==> src/rtl/shift_seq_ctrl.sv <==
// shift_seq_ctrl
//   Multi-cycle shift/rotate sequencer. One request (data, count, op) is taken
//   over a valid/ready handshake. The log-shifter stages (1, 2, 4, ... bits)
//   are then applied one stage per clock to an internal data register. The
//   result is presented over a second valid/ready handshake.
//
// Ports
//   clk        system clock, all state on rising edge
//   rst        synchronous reset, active high, overrides everything
//   in_valid   request valid
//   in_ready   sequencer idle and able to accept a request
//   in_data    operand to shift (WIDTH bits)
//   in_cnt     shift amount (CNT_W bits)
//   in_op      00 ROL, 01 SLL, 10 ROR, 11 SRL
//   out_valid  result valid (held until out_ready)
//   out_ready  consumer accepts result
//   out_data   shifted result, zero when no result is presented
//   busy       sequencer not idle
module shift_seq_ctrl #(
  parameter int WIDTH      = 16,
  parameter int CNT_W      = 4,
  parameter bit EARLY_EXIT = 1'b1
) (
  input  logic             clk,
  input  logic             rst,
  input  logic             in_valid,
  output logic             in_ready,
  input  logic [WIDTH-1:0] in_data,
  input  logic [CNT_W-1:0] in_cnt,
  input  logic [1:0]       in_op,
  output logic             out_valid,
  input  logic             out_ready,
  output logic [WIDTH-1:0] out_data,
  output logic             busy
);

  localparam int STG_W = (CNT_W > 1) ? $clog2(CNT_W) : 1;

  localparam logic [1:0] OP_ROL = 2'b00;
  localparam logic [1:0] OP_SLL = 2'b01;
  localparam logic [1:0] OP_ROR = 2'b10;

  typedef enum logic [1:0] {
    IDLE = 2'd0,
    RUN  = 2'd1,
    DONE = 2'd2
  } state_t;

  state_t           state_q, state_d;
  logic [WIDTH-1:0] data_q,  data_d;
  logic [CNT_W-1:0] cnt_q,   cnt_d;
  logic [1:0]       op_q,    op_d;
  logic [STG_W-1:0] stage_q, stage_d;

  // One candidate result per stage; the active stage picks its own.
  logic [CNT_W-1:0][WIDTH-1:0] stage_res;

  generate
    for (genvar gi = 0; gi < CNT_W; gi++) begin : g_stage
      localparam int K = 1 << gi;
      assign stage_res[gi] =
        (op_q == OP_ROL) ? ((data_q << K) | (data_q >> (WIDTH - K))) :
        (op_q == OP_SLL) ?  (data_q << K) :
        (op_q == OP_ROR) ? ((data_q >> K) | (data_q << (WIDTH - K))) :
                            (data_q >> K);
    end
  endgenerate

  logic [WIDTH-1:0] shifted;
  logic [CNT_W-1:0] upper_bits;
  logic             last_stage;
  logic             done_now;

  assign shifted    = stage_res[stage_q];
  // Count bits that still have to be applied after the current stage.
  assign upper_bits = cnt_q >> (int'(stage_q) + 1);
  assign last_stage = (stage_q == STG_W'(CNT_W - 1));
  assign done_now   = last_stage || (EARLY_EXIT && (upper_bits == '0));

  always_comb begin
    state_d = state_q;
    data_d  = data_q;
    cnt_d   = cnt_q;
    op_d    = op_q;
    stage_d = stage_q;
    unique case (state_q)
      IDLE: begin
        if (in_valid) begin
          data_d  = in_data;
          cnt_d   = in_cnt;
          op_d    = in_op;
          stage_d = '0;
          state_d = RUN;
        end
      end
      RUN: begin
        if (cnt_q[stage_q]) begin
          data_d = shifted;
        end
        stage_d = stage_q + STG_W'(1);
        if (done_now) begin
          state_d = DONE;
        end
      end
      DONE: begin
        // Returning to IDLE here means the next request is taken one cycle
        // after the pop, never on the pop edge itself.
        if (out_ready) begin
          state_d = IDLE;
        end
      end
      default: state_d = IDLE;
    endcase
  end

  always_ff @(posedge clk) begin
    if (rst) begin
      state_q <= IDLE;
      data_q  <= '0;
      cnt_q   <= '0;
      op_q    <= '0;
      stage_q <= '0;
    end else begin
      state_q <= state_d;
      data_q  <= data_d;
      cnt_q   <= cnt_d;
      op_q    <= op_d;
      stage_q <= stage_d;
    end
  end

  assign in_ready  = (state_q == IDLE);
  assign out_valid = (state_q == DONE);
  assign busy      = (state_q != IDLE);
  assign out_data  = (state_q == DONE) ? data_q : '0;

endmodule

==> config.mk <==
export PLATFORM = sky130hd
export DESIGN_NAME = shift_seq_ctrl
export DESIGN_NICKNAME = d
export VERILOG_FILES = /design/src/rtl/shift_seq_ctrl.sv
export SDC_FILE = /design/constraint.sdc
export NUM_CORES = 1
export LEC_CHECK = 0
export BUFFER_PORTS_ARGS = -buffer_cell sky130_fd_sc_hd__buf_2
export CORE_MARGIN = 3
export CORE_UTILIZATION = 49
export DETAILED_ROUTE_END_ITERATION = 16
export GPL_TIMING_DRIVEN = 0
export PLACE_DENSITY = 0.84
export SYNTH_ARGS = -nofsm -noshare
export SYNTH_HDL_FRONTEND = slang
export SYNTH_SLANG_ARGS = --single-unit
==> constraint.sdc <==
create_clock -name clk -period 1.81 [get_ports clk]
set_input_delay 0.362 -clock clk [delete_from_list [all_inputs] [get_ports clk]]
set_output_delay 0.362 -clock clk [all_outputs]
set_load 0.01 [all_outputs]
Word-level counts from Yosys, hierarchy flattened:

Index checks and enable logic that the tools add are counted.

* add/subtract/negate cells: 2
* order comparisons: 1
* equal/unequal tests: 9
* shift operators: 1
* multiplexer cells: 26
* bitwise operators: 7
* reductions and logical operators: 10

Operators by type and width (count)
* 16-bit 2-to-1 mux: 16
* 16-bit binary-select mux with 2-bit select: 1
* 16-bit one-hot mux with 2 select lines: 1
* 12-bit by 16-bit OR with 16-bit output: 1
* 14-bit by 16-bit OR with 16-bit output: 1
* 15-bit by 16-bit OR with 16-bit output: 1
* 16-bit by 1-bit OR with 16-bit output: 1
* 16-bit by 2-bit OR with 16-bit output: 1
* 16-bit by 4-bit OR with 16-bit output: 1
* 8-bit by 16-bit OR with 16-bit output: 1
* 2-bit 2-to-1 mux: 4
* 2-bit equality test, second input constant: 3
* 2-bit inequality test, second input constant: 3
* 2-bit one-hot mux with 3 select lines: 1
* 3-bit AND reduction: 2
* 2-bit by 1-bit equality test with 1-bit output, second input constant: 2
* 2-bit logical NOT: 2
* 4-bit logical NOT: 1
* 2-bit one-hot mux with 2 select lines: 1
* 2-bit AND reduction: 2
* 2-bit nonzero test: 2
* 4-bit by 3-bit >> shifter with 4-bit output: 1
* 2-bit by 1-bit adder with 3-bit output, second input constant: 1
* 2-bit by 3-bit < comparator with 1-bit output, second input constant: 1
* other kinds (5): 5

* register bits after elaboration: 26
* input bits: 26
* output and inout port bits: 19
* logic and storage cells: 61

Depth between registers and ports, before layout:

Gate-level depths: netlist of run 1.

* word-level depth: 8
* depth in mapped cells: 7
* gate-level depth less buffers: 5

Worst setup path before layout of run 1:

No wires, ideal clock.

* path type: reg-to-reg
* start point: register stage_q[0]
* end point: register data_q[8]
* library setup time: 117 ps
* data arrival time: 1586 ps
* required time: 1693 ps
* setup slack: 107 ps
* cell stages (with the launch flop): 7
* buffers on the path: 2
* clock period less this slack: 1703 ps
* cell sequence: dfxtp_1 > buf_6 > mux4_2 > a21oi_1 > nor2_1 > buf_6 > a22o_2

* word-level cells in the longest chain between the ends: 4
* elaborated cells between the ends (all ways): 8
* classes of those cells: eq/ne: 1; mux: 6; reduce/logical: 1

RTL lines
* start: declaration: RTL line 53 `logic [STG_W-1:0] stage_q, stage_d;`
* start signal: assignment: RTL line 128 `stage_q <= stage_d;`
* 16-bit binary-select mux with 2-bit select / 1-bit binary-select mux with 2-bit select (equally long branches): RTL line 74, 97
* 16-bit 2-to-1 mux (not written as such) / 1-bit 2-to-1 mux (equally long branches): RTL line 74, 97
* 16-bit 2-to-1 mux / 2-bit inequality test (equally long branches)
* 16-bit one-hot mux with 2 select lines / 3-bit AND reduction (equally long branches)
* end signal: assignment: RTL line 125 `data_q <= data_d;`
* end: declaration: RTL line 50 `logic [WIDTH-1:0] data_q, data_d;`

Several ways; a longest one is shown, not always the timed one. The select of a mux whose other input is x is not followed.
A chain may end at the register's enable or synchronous reset.

Final worst setup path of run 1:

Ends and elaborated chain as after synthesis.

==> out/results.tsv, run 1 <==
metric	value	unit
outcome	finished clean	
ys flop type	dfxtp_1	
first-pass GRT wire length	11950	um
RSZ-0062 raised after global routing	true	
Metal-1 WL	3072	um
syn avg cell area	7.031	um2
yosys warns	0	
Crit path top cell by count	buf_6	
relative slew slack	60.00	%
Crit-path slowest cell	mux4_2	
sequential cell area	529.3	um2
1st-iter DRT viols	279	
H-tree depth	1	
layout cell share with drive strength beyond 1	31.86	%
Non-Filler Instances	387	
WL per Instance	19.89	um
most common cell after layout, fill and taps aside	a21oi_1	
crit path capture type	register	
Crit Path Category	reg2reg	
grt ovf	0	
Switching Fraction	36.80	%
Worst-Margin Slew	0.6000	ns
met2 WL	3460	um
fmax	563.6	MHz
drt drc	0	
CTS root buffer	clkbuf_8	
worst min-delay path class	in2reg	
Buffers on Ports	44	
Die ar.	0.004830	mm2
Pre-antenna DRT Iters	5	
Vias/cell	6.429	
core area	0.003771	mm2
Required @ worst endpoint	1.99	ns
overall power	1903	uW
Highest Signal Layer	met4	
CP top delay family	multiplexers	
Max Root-Sink Buffers	2	
CP max FO	8	
FF+latch count, synth	26	
clock sinks	26	
# nets final	367	
Mapped Area	0.001976	mm2
Die X	69.50	um
Pwr per Cell Area	751.1	mW/mm2
Worst-Skew Late Latency	0.28	ns
CTS clk-pin slew, worst paths	0.11	ns
Rows	22	
Critical Path AT	1.95	ns
count of pins over their slew limit	0	
Crit path largest cell delay	0.54	ns
hold buffers post-CTS	0	
pin count of the biggest net entering global routing	16	
max-cap violation count	0	
Cell Int Power	1203	uW
switching power	700.3	uW
Leakage	0.001039	uW
initial core utilization	52.39	%
critical path, cell by cell	mux4_2, buf_6, a21oi_4, nor2_4, buf_6, a22o_2	
Layout Skew	0.008037	ns
crit path launch type	register	
final wirelength	7698	um
Seq/Total Area, Yosys	26.35	%
# setup viols final	0	
total number of vias	2488	
All-Layer GR Usage	31.34	%
Ports	45	
Fin. Hold Viols	0	
# diodes	0	
Layout area overhead	28.25	%
met3 wire len	909	um
Syn Nets	308	
CTS tree	yes	
Gate power share	33.8	%
initial antenna violation count	0	
Layout fillers	343	
Buf+Inv Stages, Crit Path	2	
post-route minimum period	1.774	ns
post-synthesis async set-or-reset flop share	0	%
Synth Instances	281	
area of the multi-input gates	0.001409	mm2
clock power share	26.9	%
vias in the first global route	2286	
Placer Congestion	1.029	
final period utilization	98.03	%
Post-synth EDFFs	0	
Max IR drop VDD	0.0003801	V
TritonCTS Buffers	3	
DRT antenna net count	0	
Die Y	69.50	um
commonest non-fill, non-tap cells in the layout	51 x a21oi_1, 49 x buf_2, 43 x nand2_1	
Cell variety after synth	40	
Seq pwr share	39.3	%
dpl cells	373	
hpwl dp	5435	um
==> cells in the mapped netlist, types with 5 or more instances <==
master,n,area share [%]
o21ai_0,20,5.1
a21oi_1,53,13
a221oi_1,5,2.2
nor2b_1,6,1.9
a21o_1,5,1.9
a2111oi_0,7,3.1
inv_1,9,1.7
nor2_1,13,2.5
nand2_1,44,8.4
buf_2,5,1.3
clkbuf_1,9,1.7
nand2b_1,13,4.1
and2_1,17,5.4
dfxtp_1,26,26
==> logic make-up (layout without fill, tap and decap cells) <==
kind of cell	after synthesis	after routing	synth area share (%)
compound gates	115	115	36.29
simple gates	109	109	28.31
buf+inv	28	86	6.776
flops	26	26	26.35
mux	2	2	1.647
fa+ha+maj	1	1	0.6332
==> worst register-to-register path, stage by stage (launching register included) <==
cell	delay, ns
dfxtp_4	0.40
mux4_2	0.54
buf_6	0.14
a21oi_4	0.15
nor2_4	0.09
buf_6	0.14
a22o_2	0.20
==> flip-flops by register name, indices dropped and copies added (netlist names) <==
name     count
cnt_q        4
data_q      16
op_q         2
stage_q      2
state_q      2
==> final cells by class <==
cell class / instances / area share (%)
multi-input cells: 227 / 55.60
flip-flops and latches: 26 / 20.89
repair buffers: 58 / 13.28
plain buffers: 15 / 3.704
well taps: 48 / 2.370
clock buffers: 3 / 1.630
inverters: 9 / 1.333
clock inverters: 1 / 1.185
==> final timing paths <==
kind / start / end / slack [ns] / depth (start not counted)
worst max-delay path: stage_q[0] / data_q[8] / 0.04 / 6
worst min-delay path: in_cnt[2] / cnt_q[2] / 0.30 / 3
worst max register to register: stage_q[0] / data_q[8] / 0.04 / 6
worst min register to register: cnt_q[0] / cnt_q[0] / 0.48 / 2
==> per-stage QoR <==
stage	util (%)	setup WS, ns	instance area, um2	hold WS [ns]	setup TNS, ns
3_5_place_dp	59.82	-0.2835	2256	0.4581	-4.569
5_1_grt	67.19	-0.01472	2534	0.3141	-0.04775
6_report	67.19	0.03569	2534	0.2993	0
3_3_place_gp	59.82	-0.2571	2256	0.4433	-3.336
2_1_floorplan	-	0.1069	1976	0.4334	0
4_1_cts	64.37	0.0008009	2427	0.3065	0
==> power groups by stage <==
stage                     clock network [uW]  logic [uW]  registers (uW)
after CTS                                507         578             735
after floorplan                            0         380             698
final                                    512         643             748
after global routing                     525         699             753
after detailed placement                   0         535             741
after global placement                     0         532             743
==> routing by layer <==
| metal | up-vias | global-route usage, % |
|---|---|---|
| li1 | 1122 | - |
| met1 | 1148 | 41.55 |
| met2 | 184 | 48.94 |
| met3 | 34 | 7.971 |
| met4 | 0 | 11.50 |
| met5 | - | 0 |
==> repair_timing <==
item	in CTS	in global routing
pin swaps	2	4
resized for setup	25	32
setup endpoints to repair	33	24
buffers inserted	6	6
gates cloned	2	0
No activity file was read; power rests on OpenSTA's default activity.
==> inputs of run 2 (changes only) <==
- CORE_ASPECT_RATIO: not set -> 1.4
==> run 2 against run 1 <==
Worst hold slack improved by 0.015 ns. Critical path depth unchanged. Die area increased by 0.23%. Highest routed layer unchanged. Largest cell class unchanged.
==> out/results.tsv, run 2 (synthesized netlist as in run 1, its figures left out) <==
metric	value	unit	change
worst min-delay path class	in2reg		
clock sinks	26		unchanged
commonest non-fill, non-tap cells in the layout	51 x a21oi_1, 48 x buf_2, 39 x nand2_1		
vias in the first global route	2372		+3.8%
area of the multi-input gates	0.001419	mm2	+0.71%
clock power share	22.4	%	-4.5 points
# nets final	361		-1.6%
CTS root buffer	clkbuf_8		
Required @ worst endpoint	2.03	ns	+0.04 ns
final wirelength	7234	um	-6.0%
initial core utilization	52.35	%	about the same
Placer Congestion	0.9839		-4.4%
Switching Fraction	38.22	%	+1.4 points
Cell Int Power	1080	uW	-10%
Pre-antenna DRT Iters	5		unchanged
Worst-Margin Slew	0.5685	ns	-0.03144 ns
fmax	557.8	MHz	-1.0%
Gate power share	34.8	%	+1.0 points
All-Layer GR Usage	30.93	%	-0.41 points
switching power	667.9	uW	-4.6%
Worst-Skew Late Latency	0.28	ns	about the same
most common cell after layout, fill and taps aside	a21oi_1		
Crit Path Category	reg2reg		
Vias/cell	6.541		+1.7%
crit path capture type	register		
final period utilization	99.05	%	+1.0 points
layout cell share with drive strength beyond 1	30.93	%	-0.93 points
Max Root-Sink Buffers	2		unchanged
CTS tree	yes		
Die X	59.67	um	-14%
Die Y	81.13	um	+17%
Final Cell Area	0.002461	mm2	-2.9%
Buf+Inv Stages, Crit Path	1		-1
hpwl dp	5071	um	-6.7%
Rows	26		+18%
Ports	45		unchanged
Die ar.	0.004841	mm2	+0.23%
DRT antenna net count	0		unchanged
Crit-path slowest cell	mux4_2		
Layout fillers	347		+1.2%
Critical Path AT	2.02	ns	+0.07 ns
post-route minimum period	1.793	ns	+0.01851 ns
H-tree depth	1		unchanged
Layout Skew	0.01442	ns	+0.006383 ns
Pwr per Cell Area	710.0	mW/mm2	-5.5%
critical path, cell by cell	mux4_2, and2_4, nor3_4, buf_6, nand2_1, o21ai_2		
Sum Neg Setup Slack	0	ns	unchanged
count of pins over their slew limit	0		unchanged
CTS clk-pin slew, worst paths	0.10	ns	about the same
crit path launch type	register		
biggest regs	data_q (16), cnt_q (4)		
Leakage	0.001001	uW	-3.7%
DP Worst Slack	-0.2211	ns	+0.06234 ns
Buffers on Ports	44		unchanged
Fin. Hold Viols	0		unchanged
placed cell areas	0.002248	mm2	-0.33%
# diodes	0		unchanged
1st-iter DRT viols	240		-14%
Seq pwr share	42.7	%	+3.4 points
Final WS setup	0.01718	ns	-0.01851 ns
total number of vias	2453		-1.4%
Crit path largest cell delay	0.52	ns	-0.02 ns
sequential cell area	528.0	um2	-0.24%
first-pass GRT wire length	11420	um	-4.4%
overall power	1748	uW	-8.2%
TritonCTS Buffers	3		unchanged
WL per Instance	19.29	um	-3.0%
worst hold margin	0.3143	ns	+0.01495 ns
drt drc	0		unchanged
Layout area overhead	24.57	%	
max-cap violation count	0		unchanged
# setup viols final	0		unchanged
CP max FO	8		unchanged
Max IR drop VDD	0.0004560	V	+20%
outcome	finished clean		
grt ovf	0		unchanged
most flop-heavy register	data_q		
max reg flops	16		unchanged
initial antenna violation count	0		unchanged
core area	0.003774	mm2	about the same
pin count of the biggest net entering global routing	15		-1
RSZ-0062 raised after global routing	true		
CP top delay family	simple AND/OR/NAND/NOR gates		
relative slew slack	62.06	%	+2.1 points
## run 2: changes by cell type in the layout (fill, tap and decap cells not counted), sizes merged
| cell | change |
|---|---|
| buf | -8 |
| bufinv | -1 |
| clkbuf | +3 |
## run 2: tightest hold or removal path, delay by kind of cell
| kind | cells | cell delay (ns) |
|---|---|---|
| buf+inv | 1 | 0.09 |
| compound gates | 1 | 0.05 |
| simple gates | 1 | 0.04 |
## run 2: metrics by stage
step                cells  utilization (%)
floorplan             281                -
global placement      367            59.58
detailed placement    367            59.58
CTS                   374            63.43
global route          375            65.22
finish                375            65.22
## run 2: final timing paths
kind         slack, ns       start          to  cells past startpoint
min reg2reg       0.47    cnt_q[0]    cnt_q[0]                      2
max               0.02  stage_q[0]  data_q[14]                      6
max reg2reg       0.02  stage_q[0]  data_q[14]                      6
min               0.31    in_op[0]     op_q[0]                      3
## run 2: power by group through the flow
| stage | logic, uW | registers, uW | clock network (uW) |
|---|---|---|---|
| floorplan | 380 | 698 | 0 |
| global placement | 523 | 744 | 0 |
| detailed placement | 523 | 741 | 0 |
| CTS | 562 | 735 | 402 |
| global route | 659 | 751 | 421 |
| finish | 609 | 747 | 392 |
## run 2: layout make-up
| cell class | instances | share of cell area [%] |
|---|---|---|
| Buffer | 15 | 3.610 |
| Clock buffer | 4 | 2.237 |
| Inverter | 9 | 1.373 |
| Multi-Input combinational cell | 227 | 57.65 |
| Sequential cell | 26 | 21.45 |
| Tap cell | 42 | 2.135 |
| Timing Repair Buffer | 52 | 11.54 |
## run 2: repair_timing
item                       4_1_cts  5_1_grt
pin swaps                        3        3
hold buffers                     0        0
gates cloned                     1        0
setup endpoints to repair       31       17
setup buffers                    5        2
gates resized for setup         23       27
## run 2: metal layers
layer / vias up / share of wire [%] / GRT usage, %
li1: 1112 / - / -
met1: 1105 / 36 / 36.81
met2: 190 / 47 / 50.22
met3: 46 / 10 / 4.452
met4: 0 / 6.1 / 20.62
met5: - / 0 / 0
==> inputs of run 3 (changes only) <==
- clock period: 1.81 -> 1.44 ns (I/O delays scaled with it)
==> run 3 against run 2 <==
The flow now finishes with violations (negative setup slack). Non-clock buffer count increased by 3. Worst hold slack got worse by 0.085 ns. Utilization grew 5.1 points. Count of clock-buffer cells in the layout unchanged. Combinational power is 32% higher. Via count fell by 0.98%. Clock skew is 0.0090 ns lower. Critical path type unchanged. Die area stayed put.
==> out/results.tsv, run 3 (synthesized netlist as in run 1, its figures left out) <==
metric	value	unit	change
outcome	finished, violations left		
violated checks	negative setup slack		
Sum Neg Setup Slack	-6.676	ns	-6.676 ns
DP Worst Slack	-0.6119	ns	-0.3907 ns
initial antenna violation count	0		unchanged
WL per Instance	19.05	um	-1.2%
grt ovf	0		unchanged
switching power	840.8	uW	+26%
CTS tree	yes		
CTS root buffer	clkbuf_8		
final wirelength	7201	um	-0.46%
Pwr per Cell Area	842.7	mW/mm2	+19%
Worst-Margin Slew	0.4347	ns	-0.1338 ns
Buffers on Ports	44		unchanged
post-route minimum period	1.748	ns	-0.04502 ns
relative slew slack	70.27	%	+8.2 points
reg-to-reg slack, setup	-0.31	ns	-0.32 ns
Max IR drop VDD	0.0005913	V	+30%
worst min-delay path class	in2reg		
post-layout util	70.36	%	+5.1 points
Placer Congestion	1.045		+6.2%
TritonCTS Buffers	3		unchanged
max reg flops	16		unchanged
Final Cell Area	0.002655	mm2	+7.9%
Die X	59.67	um	unchanged
commonest non-fill, non-tap cells in the layout	50 x a21oi_1, 44 x nand2_1, 32 x buf_2		
Cell Int Power	1397	uW	+29%
Layout Skew	0.005422	ns	-0.008997 ns
DRT antenna net count	0		unchanged
Fin. Hold Viols	0		unchanged
crit path launch type	register		
crit path capture type	register		
CTS clk-pin slew, worst paths	0.10	ns	about the same
Seq pwr share	42.0	%	-0.7 points
biggest regs	data_q (16), cnt_q (4)		
Gate power share	35.9	%	+1.1 points
Leakage	0.001054	uW	+5.4%
Layout area overhead	34.39	%	
Required @ worst endpoint	1.65	ns	-0.38 ns
# setup viols final	36		+36
1st-iter DRT viols	210		-13%
fmax	572.1	MHz	+2.6%
Max Root-Sink Buffers	2		unchanged
All-Layer GR Usage	30.37	%	-0.57 points
H-tree depth	1		unchanged
placed cell areas	0.002260	mm2	+0.50%
final period utilization	121.4	%	+22 points
Vias/cell	6.426		-1.8%
count of pins over their slew limit	0		unchanged
total number of vias	2429		-0.98%
sequential cell area	534.3	um2	+1.2%
most common cell after layout, fill and taps aside	a21oi_1		
first-pass GRT wire length	11260	um	-1.4%
Critical Path AT	1.96	ns	-0.06 ns
Crit Path Category	reg2reg		
# nets final	364		+0.83%
Die ar.	0.004841	mm2	unchanged
RSZ-0062 raised after global routing	true		
drt drc	0		unchanged
Ports	45		unchanged
most flop-heavy register	data_q		
pin count of the biggest net entering global routing	15		unchanged
overall power	2237	uW	+28%
vias in the first global route	2278		-4.0%
# diodes	0		unchanged
max-cap violation count	0		unchanged
core area	0.003774	mm2	unchanged
hpwl dp	5040	um	-0.60%
Layout fillers	329		-5.2%
Switching Fraction	37.58	%	-0.64 points
initial core utilization	52.35	%	unchanged
clock power share	22.1	%	-0.3 points
Die Y	81.13	um	unchanged
Pre-antenna DRT Iters	5		unchanged
Worst-Skew Late Latency	0.28	ns	about the same
CP max FO	10		+2
area of the multi-input gates	0.001443	mm2	+1.7%
Final WS setup	-0.3078	ns	-0.3250 ns
layout cell share with drive strength beyond 1	34.52	%	+3.6 points
clock sinks	26		unchanged
Rows	26		unchanged
run 3: cell types whose count changed in the layout (fill, tap and decap cells not counted), moves of 3 or more:
cell / previous run / this run
nand2_1: 39 / 44
buf_2: 48 / 32
and2_1: 17 / 3
clkbuf_2: 4 / 1
and2_4: 1 / 15
nand2_2: 5 / 0
buf_6: 3 / 24
run 3: repair_timing:
action,4_1_cts,5_1_grt
endpoints found under the setup margin,37,39
gates cloned,1,0
hold buffers,0,0
buffers inserted,9,1
gates resized for setup,42,37
pin swaps,5,1
run 3: area by class of cell:
class | instances | share of cell area (%)
Multi-Input combinational cell | 227 | 54.34
Timing Repair Buffer | 54 | 15.65
Buffer | 16 | 4.571
Clock buffer | 4 | 2.074
Sequential cell | 26 | 20.12
Inverter | 9 | 1.272
Tap cell | 42 | 1.979
run 3: worst max-delay path, stage by stage (launching register included):
cell and delay, ns:
dfxtp_2 0.35, buf_6 0.12, mux4_2 0.54, and2_4 0.18
nor3_4 0.18, buf_6 0.17, nand2_1 0.07, o21ai_2 0.07
run 3: worst paths after layout:
| check | startpoint | to | depth (start not counted) |
|---|---|---|---|
| setup / recovery | stage_q[0] | data_q[13] | 7 |
| hold / removal | in_op[0] | op_q[0] | 3 |
| setup reg to reg | stage_q[0] | data_q[13] | 7 |
| hold reg to reg | cnt_q[2] | cnt_q[2] | 2 |
run 3: power groups by stage:
| stage | logic (uW) | clock network [uW] | registers [uW] |
|---|---|---|---|
| floorplan | 485 | 0 | 878 |
| global placement | 663 | 0 | 935 |
| detailed placement | 662 | 0 | 932 |
| CTS | 748 | 501 | 921 |
| global route | 877 | 521 | 941 |
| finish | 804 | 494 | 939 |
run 3: through the flow:
stage                     instances  hold slack (ns)
after global placement          367           0.4540
after global routing            378           0.2432
after detailed placement        367           0.4578
final                           378           0.2291
after floorplan                 281           0.3648
after CTS                       378           0.2263
run 3: layer usage:
layer  vias up  part of all wire [%]  global-route usage (%)
li1       1121                     -                       -
met1      1117                    38                   36.56
met2       156                    50                   51.84
met3        35                   7.8                   4.293
met4         0                   4.9                   14.19
met5         -                     0                       0
